## src/rtl/state_sequence_monitor.sv

```systemverilog
// Passive checker for the rotating state-sequencer indicator lines.
// Flags one-hot, ordering and dwell violations and counts completed rotations.
module state_sequence_monitor #(
  parameter int unsigned DWELL = 4,
  parameter int unsigned CNT_W = 16
) (
  input  logic             clk,
  input  logic             rst,
  input  logic             sIDLE,
  input  logic             s1,
  input  logic             s2,
  input  logic             s3,
  input  logic             clr_err,
  output logic             locked,
  output logic             err_valid,
  output logic [1:0]       err_code,
  output logic             err_sticky,
  output logic [CNT_W-1:0] period_count
);

  localparam int unsigned DW = $clog2(DWELL + 2);
  localparam logic [DW-1:0] DWELL_V   = DW'(DWELL);
  localparam logic [DW-1:0] DWELL_MAX = DW'(DWELL + 1);

  typedef enum logic [2:0] {
    C_NONE,
    C_IDLE,
    C_S1,
    C_S2,
    C_S3,
    C_INV
  } code_t;

  typedef enum logic {
    HUNT,
    TRACK
  } mode_t;

  typedef enum logic [1:0] {
    E_ONEHOT = 2'b00,
    E_ORDER  = 2'b01,
    E_SHORT  = 2'b10,
    E_LONG   = 2'b11
  } err_t;

  mode_t            mode_q, mode_d;
  code_t            prev_q, prev_d;
  code_t            cur;
  logic [DW-1:0]    dwell_q, dwell_d;
  logic             exempt_q, exempt_d;
  logic             locked_q;
  logic             err_valid_q;
  err_t             err_code_q;
  logic             err_sticky_q, err_sticky_d;
  logic [CNT_W-1:0] count_q, count_d;
  logic             err_d;
  err_t             code_d;
  logic             inc;
  logic             legal_step;

  always_comb begin
    case ({sIDLE, s1, s2, s3})
      4'b1000: cur = C_IDLE;
      4'b0100: cur = C_S1;
      4'b0010: cur = C_S2;
      4'b0001: cur = C_S3;
      default: cur = C_INV;
    endcase
  end

  assign legal_step = ((prev_q == C_S1) && (cur == C_S2)) ||
                      ((prev_q == C_S2) && (cur == C_S3)) ||
                      ((prev_q == C_S3) && (cur == C_S1));

  always_comb begin
    if (cur == C_INV) begin
      dwell_d = '0;
    end else if (cur == prev_q) begin
      dwell_d = (dwell_q == DWELL_MAX) ? dwell_q : dwell_q + 1'b1;
    end else begin
      dwell_d = DW'(1);
    end
  end

  // Check order inside the TRACK branch gives 00 > 01 > 10/11 priority.
  always_comb begin
    mode_d   = mode_q;
    prev_d   = (cur == C_INV) ? C_NONE : cur;
    exempt_d = exempt_q;
    err_d    = 1'b0;
    code_d   = E_ONEHOT;
    inc      = 1'b0;

    if (cur == C_INV) begin
      err_d    = 1'b1;
      code_d   = E_ONEHOT;
      mode_d   = HUNT;
      exempt_d = 1'b0;
    end else if (mode_q == TRACK) begin
      if (cur != prev_q) begin
        exempt_d = 1'b0;
        if (cur == C_IDLE) begin
          mode_d = HUNT;
        end else if (!legal_step) begin
          err_d  = 1'b1;
          code_d = E_ORDER;
          mode_d = HUNT;
        end else if ((dwell_q < DWELL_V) && !exempt_q) begin
          err_d  = 1'b1;
          code_d = E_SHORT;
          mode_d = HUNT;
        end else if (prev_q == C_S3) begin
          inc = 1'b1;
        end
      end else if (dwell_q == DWELL_V) begin
        err_d  = 1'b1;
        code_d = E_LONG;
        mode_d = HUNT;
      end
    end else if ((cur == C_S1) && ((prev_q == C_IDLE) || (prev_q == C_S3))) begin
      // The entry S1 may already be part-way through its dwell.
      mode_d   = TRACK;
      exempt_d = 1'b1;
    end
  end

  always_comb begin
    count_d = count_q;
    if (inc && (count_q != '1)) begin
      count_d = count_q + 1'b1;
    end
  end

  assign err_sticky_d = err_d | (err_sticky_q & ~clr_err);

  always_ff @(posedge clk) begin
    if (rst) begin
      mode_q       <= HUNT;
      prev_q       <= C_NONE;
      dwell_q      <= '0;
      exempt_q     <= 1'b0;
      locked_q     <= 1'b0;
      err_valid_q  <= 1'b0;
      err_code_q   <= E_ONEHOT;
      err_sticky_q <= 1'b0;
      count_q      <= '0;
    end else begin
      mode_q       <= mode_d;
      prev_q       <= prev_d;
      dwell_q      <= dwell_d;
      exempt_q     <= exempt_d;
      locked_q     <= (mode_d == TRACK);
      err_valid_q  <= err_d;
      err_code_q   <= err_d ? code_d : E_ONEHOT;
      err_sticky_q <= err_sticky_d;
      count_q      <= count_d;
    end
  end

  assign locked       = locked_q;
  assign err_valid    = err_valid_q;
  assign err_code     = err_code_q;
  assign err_sticky   = err_sticky_q;
  assign period_count = count_q;

endmodule

```

## config.mk

```make
export PLATFORM = sky130hd
export DESIGN_NAME = state_sequence_monitor
export DESIGN_NICKNAME = d
export VERILOG_FILES = /design/src/rtl/state_sequence_monitor.sv
export SDC_FILE = /design/constraint.sdc
export NUM_CORES = 1
export LEC_CHECK = 0
export ABC_CLOCK_PERIOD_IN_PS = 3000
export BUFFER_PORTS_ARGS = -buffer_cell sky130_fd_sc_hd__buf_2
export CAP_MARGIN = 20
export CORE_ASPECT_RATIO = 1.75
export CORE_UTILIZATION = 43
export DETAILED_ROUTE_END_ITERATION = 6
export GPL_TIMING_DRIVEN = 0
export PLACE_DENSITY = 0.69
export SLEW_MARGIN = 20
export SYNTH_ARGS = -nofsm -noshare
export SYNTH_HDL_FRONTEND = slang
export SYNTH_SLANG_ARGS = --single-unit
export TNS_END_PERCENT = 50
```

## constraint.sdc

```tcl
create_clock -name clk -period 3 [get_ports clk]
set_input_delay 0.9 -clock clk [delete_from_list [all_inputs] [get_ports clk]]
set_output_delay 0.9 -clock clk [all_outputs]
set_load 0.02 [all_outputs]
```

==> results of run 1 <==
-- per-layer routing --
| layer | up-vias | GRT usage [%] | part of all wire [%] |
|---|---|---|---|
| met1 | 716 | 19.97 | 40 |
| met2 | 22 | 37.73 | 56 |
| met4 | 0 | 7.778 | 2.0 |
| met5 | - | 0 | 0 |
| li1 | 760 | - | - |
| met3 | 9 | 3.043 | 2.1 |
-- worst min-delay path: cells and delay by family (launching register included) --
family,cells,cell delay (ps)
flip-flops,1,350
AO/OA/AOI/OAI,2,120
-- sequential cells by signal (all words and copies together), names as in the netlist --
name / cells
locked: 1
exempt_q: 1
prev_q: 3
err_sticky: 1
dwell_q: 3
err_valid: 1
period_count: 16
err_code: 2
-- final cells by class --
class                      instances  area, µm²  share of cell area (%)
clock inverter                     1      30.03                   1.609
inverter                           8      30.03                   1.609
clock buffer                       3      41.29                   2.212
multi-input combinational        147      952.2                   51.01
timing repair buffer              27      135.1                   7.239
tap                               46      57.56                   3.083
buffer                            11      60.06                   3.217
sequential                        28      560.5                   30.03
-- where the power goes --
part           switching (mW)  internal (mW)  leakage [nW]  total (mW)
combinational          0.0407         0.0257         0.504      0.0664
sequential            0.00208          0.376         0.226       0.378
clock                   0.119          0.179        0.0357       0.297
total                   0.161          0.580         0.767       0.742
-- cell usage in the layout (no fill, tap or decap), types with 2 or more instances in the layout --
cell type,count
o211ai_1,2
or3_1,7
nand4_1,3
and2_1,6
inv_1,8
nor2b_1,4
clkbuf_8,3
and4_1,2
dfxtp_1,28
and3_1,3
o31ai_1,2
nor4b_2,2
nor4bb_1,3
a311oi_1,2
buf_2,32
nand3_1,8
clkbuf_1,3
xor2_1,5
ha_1,4
nand4b_1,2
xnor2_1,5
a21oi_1,16
nand2_1,17
o21ai_1,7
o21ai_0,4
nor3_1,4
nor2_1,17
-- cells by family after synthesis --
logic type,count (synthesis),share of synthesized area (%)
adder cells (fa/ha/maj),4,3.123
AO/OA/AOI/OAI,46,18.89
flip-flops,28,34.97
AND/OR/NAND/NOR,85,30.60
buffers and inverters,19,5.620
multiplexers,2,1.327
XOR/XNOR,10,5.464
-- worst max-delay path by stage --
stage	to	cells after the start	start	slack (ps)
after global routing	period_count[8]	9	s1	160
after detailed placement	period_count[2]	8	s1	-3
final	period_count[2]	8	s1	310
after floorplan	period_count[4]	8	sIDLE	420
after CTS	period_count[2]	8	s1	300
after global placement	period_count[2]	8	s1	20
-- stage by stage --
stage / setup WS, ps / util, % / hold WS (ps) / TNS [ps] / power, mW
global route: 159.9 / 51.97 / 545.2 / 0 / 0.7714
CTS: 296.8 / 51.97 / 508.8 / 0 / 0.7501
finish: 308.0 / 51.97 / 510.6 / 0 / 0.7415
floorplan: 424.1 / - / 472.0 / 0 / 0.4335
global placement: 19.33 / 49.98 / 486.8 / 0 / 0.4525
detailed placement: -2.637 / 49.98 / 493.9 / -2.637 / 0.4532
==> flow_metrics.py, run 1 <==
metrics = {
    "outcome": {
        "status": "finished clean",
    },
    "place": {
        "hpwl_um": 2710,
        "post_dp_cell_area_mm2": 0.001795,
        "io_buffers": 27,
        "dp_cells": 267,
        "place_congestion": 0.8084,
    },
    "setup_path": {
        "reg2reg_slack_ps": 820,
        "path_delay_family": "simple AND/OR/NAND/NOR gates",
        "critical-path-max-stage-delay_ps": 420,
        "timing_worst_setup_path_type": "in2reg",
        "worst-path-max-fanout": 10,
        "rr_worst_depth": 7,
        "arrival_ps": 2860,
        "critPathLaunchType": "input port",
        "cp_cell_sequence": "buf_2, nor4b_2, nand4b_1, a21oi_2, o211ai_2, buf_6, nor2_1, mux2_2",
        "r2r-start": "prev_q[0]",
        "cp.required_ps": 3170,
        "slowest_stage": "nor4b_2",
        "end_kind": "register",
        "r2r_end": "period_count[2]",
        "worst-path-buf-inv": 2,
    },
    "global_routing": {
        "gr-usage-all-layers_pct": 19.95,
        "grt_pass1_vias": 1445,
        "grt_pass1_wl_um": 5878,
        "grt_max_degree": 17,
        "antenna_found_initial": 0,
        "grt_overflow": 0,
    },
    "route": {
        "wirelength_um": 3475,
        "drt_iter0_markers": 25,
        "drc_errors": 0,
        "ant_nets": 0,
        "wl_per_cell_um": 12.82,
        "drtPass1Iterations": 4,
        "vias": 1507,
        "viasPerCell": 5.561,
    },
    "logic_synthesis": {
        "async_flop_share_pct": 0,
        "ys.warnings.count": 0,
        "postSynthCellCount": 194,
        "synth_fp_nets": 205,
        "yosys.area.top_type_share_pct": 34.97,
        "syn_area_per_cell_um2": 8.262,
        "synth-edff-count": 0,
        "ys_seq_area_share_pct": 34.97,
        "yosysTopAreaCell": "dfxtp_1",
        "synth.most_common_cell": "dfxtp_1",
        "ys_top_cells_by_count": "dfxtp_1, nand2_1, nor2_1",
        "synthFlopType": "dfxtp_1",
        "synth_seq_cells": 28,
        "synth_area_leaders": "dfxtp_1, a21oi_1, nand2_1, nor2_1, ha_1",
        "synth.distinct_cells": 51,
        "synth_area_mm2": 0.001603,
    },
    "pwr": {
        "p_leak_nw": 0.7666,
        "vdd_drop_max_v": 0.0001971,
        "powerDensity_mw_per_mm2": 397.2,
    },
    "die": {
        "start_util_pct": 44.62,
        "coreArea_mm2": 0.003592,
        "die_h_um": 82.77,
        "die_w_um": 48.15,
        "ios": 28,
        "rows": 29,
        "die_area_mm2": 0.003985,
    },
    "hold_path": {
        "hold_class": "reg2reg",
        "whs_path_depth": 2,
        "min_to": "period_count[8]",
        "min_from": "period_count[8]",
    },
    "clocking": {
        "cts_resized": 0,
        "cts_root_buf": "clkbuf_8",
        "tritoncts": "done",
        "clk_pin_slew_ps": 100,
        "postCtsSetupBuffers": 0,
        "clockBufferDepth": 2,
        "cts_buffers": 3,
        "htree_levels": 1,
        "holdBufCountCts": 0,
        "clock-sinks": 28,
        "clk_latency_ps": 280,
    },
    "job": {
        "drv_cap": 0,
    },
    "sta": {
        "timing.slew.headroom_pct": 62.19,
        "timing_hold_violations_final": 0,
        "finalClockSkew_ps": 6.409,
        "tightest_slew_ps": 566.1,
        "rsz0062_at_grt": "false",
        "min_period_over_period_pct": 89.73,
        "maxSlewViolCount": 0,
        "period_minus_slack_ps": 2692,
        "setup_viol": 0,
        "fmax_mhz": 371.5,
    },
    "cells_and_area": {
        "final_cells": 271,
        "fin_area_mm2": 0.001867,
        "syn2layout_area_growth_pct": 16.47,
        "fillCellCount": 362,
        "drive_above_1_share_pct": 21.78,
        "diodes": 0,
        "final_nets": 237,
    },
}
(Power assumes the default switching activity.)
==> run 2: changes to the inputs <==
Settings changed: MAX_ROUTING_LAYER set to met4.
==> run 2 against run 1 <==
Non-clock buffer count did not move. Via count up 0.27%. Count of clock-buffer cells in the layout unchanged. Cell count did not move. Die area is the same. Sequential power about the same. Clock skew down 0.65 ps. Critical path depth unchanged. First-iteration DRC count shrank 8.0%. Power barely moved. Global-route usage grew 0.47 points. Clock power is essentially flat. Critical endpoint unchanged. Largest cell class unchanged.
==> flow_metrics.py, run 2 (same netlist as run 1, synthesis figures left out) <==
metrics = {
    "die": {
        "rows": 29,
        "die_area_mm2": 0.003985,
        "coreArea_mm2": 0.003592,
        "die_w_um": 48.15,
        "die_h_um": 82.77,
        "ios": 28,
        "start_util_pct": 44.62,
    },
    "clocking": {
        "clk_latency_ps": 280,
        "clk_pin_slew_ps": 100,
        "holdBufCountCts": 0,
        "tritoncts": "done",
        "clock-sinks": 28,
        "cts_resized": 0,
        "postCtsSetupBuffers": 0,
        "cts_root_buf": "clkbuf_8",
        "htree_levels": 1,
        "cts_buffers": 3,
        "clockBufferDepth": 2,
    },
    "outcome": {
        "status": "finished clean",
    },
    "cells_and_area": {
        "layout_commonest_cell": "buf_2",
        "diodes": 0,
        "syn2layout_area_growth_pct": 16.47,
        "final_nets": 237,
        "layout_common_cells": "buf_2, dfxtp_1, nand2_1, nor2_1, a21oi_1",
        "largest_reg_flops": 16,
        "drive_above_1_share_pct": 21.78,
        "final_cells": 271,
    },
    "sta": {
        "rsz0062_at_grt": "false",
        "tightest_slew_ps": 568.3,
        "fmax_mhz": 372.0,
        "period_minus_slack_ps": 2688,
        "setup_viol": 0,
        "timing.slew.headroom_pct": 62.04,
        "finalClockSkew_ps": 5.755,
        "min_period_over_period_pct": 89.61,
        "maxSlewViolCount": 0,
        "tns_ps": 0,
        "timing_hold_violations_final": 0,
    },
    "global_routing": {
        "grt_pass1_wl_um": 5865,
        "grt_pass1_vias": 1447,
        "gr-usage-all-layers_pct": 20.42,
        "grt_max_degree": 17,
        "antenna_found_initial": 0,
        "grt_overflow": 0,
    },
    "pwr": {
        "p_leak_nw": 0.7666,
        "powerDensity_mw_per_mm2": 397.2,
        "vdd_drop_max_v": 0.0001970,
        "total_power_mw": 0.7414,
    },
    "place": {
        "place_congestion": 0.8202,
        "hpwl_um": 2710,
        "io_buffers": 27,
        "dp_cells": 267,
    },
    "job": {
        "drv_cap": 0,
    },
    "route": {
        "vias": 1511,
        "wirelength_um": 3475,
        "drt_iter0_markers": 23,
        "drtPass1Iterations": 4,
        "drc_errors": 0,
        "viasPerCell": 5.576,
        "wl_per_cell_um": 12.82,
        "ant_nets": 0,
    },
    "setup_path": {
        "worst-path-max-fanout": 10,
        "critPathLaunchType": "input port",
        "cp_cell_sequence": "buf_2, nor4b_2, nand4b_1, a21oi_2, o211ai_2, buf_6, nor2_1, mux2_2",
        "end_kind": "register",
        "worst-path-buf-inv": 2,
        "timing_worst_setup_path_type": "in2reg",
        "critical-path-max-stage-delay_ps": 420,
        "path_delay_family": "simple AND/OR/NAND/NOR gates",
        "slowest_stage": "nor4b_2",
        "arrival_ps": 2860,
        "cp.required_ps": 3170,
    },
    "hold_path": {
        "hold_class": "reg2reg",
    },
}
[run 2: final timing paths]
path | start | endpoint | slack, ps | depth (start not counted)
min reg2reg | period_count[8] | period_count[8] | 510 | 2
min | period_count[8] | period_count[8] | 510 | 2
max reg2reg | prev_q[1] | period_count[2] | 830 | 8
max | s1 | period_count[2] | 310 | 8
[run 2: worst register-to-register path, cell delays in order, from the launching register on]
cell	delay (ps)
dfxtp_1	320
buf_2	210
nor4bb_1	290
o21ai_1	160
a21oi_2	280
o211ai_2	150
buf_6	170
nor2_1	150
mux2_2	350
[run 2: cell type report]
class	instances	area, µm²
fill	362	1725
multi-input combinational	147	952.2
sequential	28	560.5
timing repair buffer	27	135.1
buffer	11	60.06
tap	46	57.56
clock buffer	3	41.29
clock inverter	1	30.03
inverter	8	30.03
[run 2: through the flow]
stage | hold slack [ps] | setup WS [ps] | util (%) | area, µm²
floorplan | 472.0 | 424.1 | - | 1603
global placement | 486.8 | 19.33 | 49.98 | 1795
detailed placement | 493.9 | -2.637 | 49.98 | 1795
CTS | 508.8 | 296.8 | 51.97 | 1867
global route | 545.2 | 159.9 | 51.97 | 1867
finish | 510.6 | 311.6 | 51.97 | 1867
[run 2: per-layer routing]
layer | global-route usage [%] | routed length, µm
met5 | - | 0
met4 | 7.778 | 69
met2 | 37.73 | 1924
met3 | 3.043 | 73
met1 | 19.84 | 1407
[run 2: where the power goes]
group          leakage [nW]  switching [mW]  total [mW]  internal (mW)
combinational         0.504          0.0408      0.0664         0.0257
sequential            0.226         0.00207       0.378          0.376
clock                0.0357           0.118       0.297          0.179
total                 0.767           0.161       0.741          0.580
==> run 3: changes to the inputs <==
Settings changed: PLACE_DENSITY 0.69 to 0.76.
==> run 3 against run 2 <==
Clock power shrank 2%. Via count shrank 0.13%. Largest power group unchanged. Die area is the same. Utilization is the same. Sequential cell count is the same. Worst setup slack lost 50 ps. Cell count is the same.
==> flow_metrics.py, run 3 (same netlist as run 1, synthesis figures left out) <==
metrics = {
    "outcome": {
        "status": "finished clean",
    },
    "clocking": {
        "clockBufferDepth": 2,
        "cts_root_buf": "clkbuf_8",
        "clock-sinks": 28,
        "clk_pin_slew_ps": 100,
        "tritoncts": "done",
        "cts_buffers": 3,
        "clk_latency_ps": 270,
        "postCtsSetupBuffers": 0,
        "cts_resized": 0,
        "htree_levels": 1,
        "holdBufCountCts": 0,
    },
    "global_routing": {
        "grt_pass1_vias": 1367,
        "grt_max_degree": 17,
        "antenna_found_initial": 0,
        "grt_pass1_wl_um": 5651,
        "grt_overflow": 0,
        "gr-usage-all-layers_pct": 20.19,
    },
    "setup_path": {
        "cp.required_ps": 3150,
        "timing_worst_setup_path_type": "in2reg",
        "arrival_ps": 2890,
        "end_kind": "register",
        "worst-path-max-fanout": 10,
        "critPathLaunchType": "input port",
    },
    "place": {
        "post-place-ws_ps": -0.9832,
        "dp_cells": 267,
        "hpwl_um": 2761,
        "io_buffers": 27,
        "place_congestion": 0.8217,
    },
    "sta": {
        "setup_viol": 0,
        "timing.slew.headroom_pct": 63.47,
        "rsz0062_at_grt": "false",
        "maxSlewViolCount": 0,
        "min_period_over_period_pct": 91.29,
        "period_minus_slack_ps": 2739,
        "timing_hold_violations_final": 0,
        "finalClockSkew_ps": 8.118,
        "finalWorstSetupSlack_ps": 261.3,
        "fmax_mhz": 365.1,
        "tightest_slew_ps": 546.9,
    },
    "cells_and_area": {
        "diodes": 0,
        "syn2layout_area_growth_pct": 16.47,
        "drive_above_1_share_pct": 21.78,
        "layout_commonest_cell": "buf_2",
        "layout_common_cells": "buf_2, dfxtp_1, nand2_1, nor2_1, a21oi_1",
        "largest_reg_flops": 16,
        "final_cells": 271,
        "final_nets": 237,
    },
    "pwr": {
        "p_leak_nw": 0.7666,
        "vdd_drop_max_v": 0.0002331,
        "total_power_mw": 0.7372,
        "powerDensity_mw_per_mm2": 394.9,
    },
    "die": {
        "rows": 29,
        "die_h_um": 82.77,
        "ios": 28,
        "start_util_pct": 44.62,
        "coreArea_mm2": 0.003592,
        "die_w_um": 48.15,
        "die_area_mm2": 0.003985,
    },
    "route": {
        "drt_iter0_markers": 29,
        "drc_errors": 0,
        "ant_nets": 0,
        "vias": 1509,
        "wl_per_cell_um": 13.07,
        "drtPass1Iterations": 4,
        "wirelength_um": 3542,
        "viasPerCell": 5.568,
    },
    "job": {
        "drv_cap": 0,
    },
    "hold_path": {
        "hold_class": "reg2reg",
    },
}
[run 3: cell counts in the layout (fill, tap and decap cells not counted)]
No cell type changed its count.
[run 3: routing by layer]
| metal | vias to the layer above | wire, µm | track usage, % |
|---|---|---|---|
| li1 | 761 | - | - |
| met1 | 712 | 1379 | 18.86 |
| met2 | 30 | 2007 | 38.00 |
| met3 | 6 | 88 | 1.957 |
| met4 | 0 | 66 | 9.167 |
| met5 | - | 0 | - |
[run 3: worst paths after layout]
path,depth (start not counted),slack (ps),to,from
worst max register to register,8,780,period_count[8],prev_q[0]
worst max-delay path,9,260,period_count[8],s1
worst min-delay path,2,510,period_count[5],period_count[5]
worst min register to register,2,510,period_count[5],period_count[5]
[run 3: power by group]
| group | leakage (nW) | switching (mW) | internal [mW] |
|---|---|---|---|
| Clock | 0.0357 | 0.114 | 0.179 |
| Combinational | 0.504 | 0.0415 | 0.0257 |
| Sequential | 0.226 | 0.00208 | 0.376 |
[run 3: critical path, stage by stage]
cell      delay, ps
buf_2           140
nor4b_2         450
nand4b_1        270
a21oi_2         320
o211ai_2        140
buf_6           160
buf_2           190
o31ai_1         210
a21oi_1          90
[run 3: stage by stage]
step           instance area (µm²)  setup TNS [ps]  hold WS, ps  util (%)
3_3_place_gp                  1795               0        479.9     49.98
5_1_grt                       1867               0        536.3     51.97
3_5_place_dp                  1795         -0.9832        499.6     49.98
2_1_floorplan                 1603               0        472.0         -
4_1_cts                       1867               0        512.5     51.97
6_report                      1867               0        511.8     51.97
[run 3: area by class of cell]
type                       count  area (µm²)
clock inverter                 1       30.03
multi-input combinational    147       952.2
timing repair buffer          27       135.1
sequential                    28       560.5
clock buffer                   3       41.29
inverter                       8       30.03
buffer                        11       60.06
fill                         339        1725
tap                           46       57.56
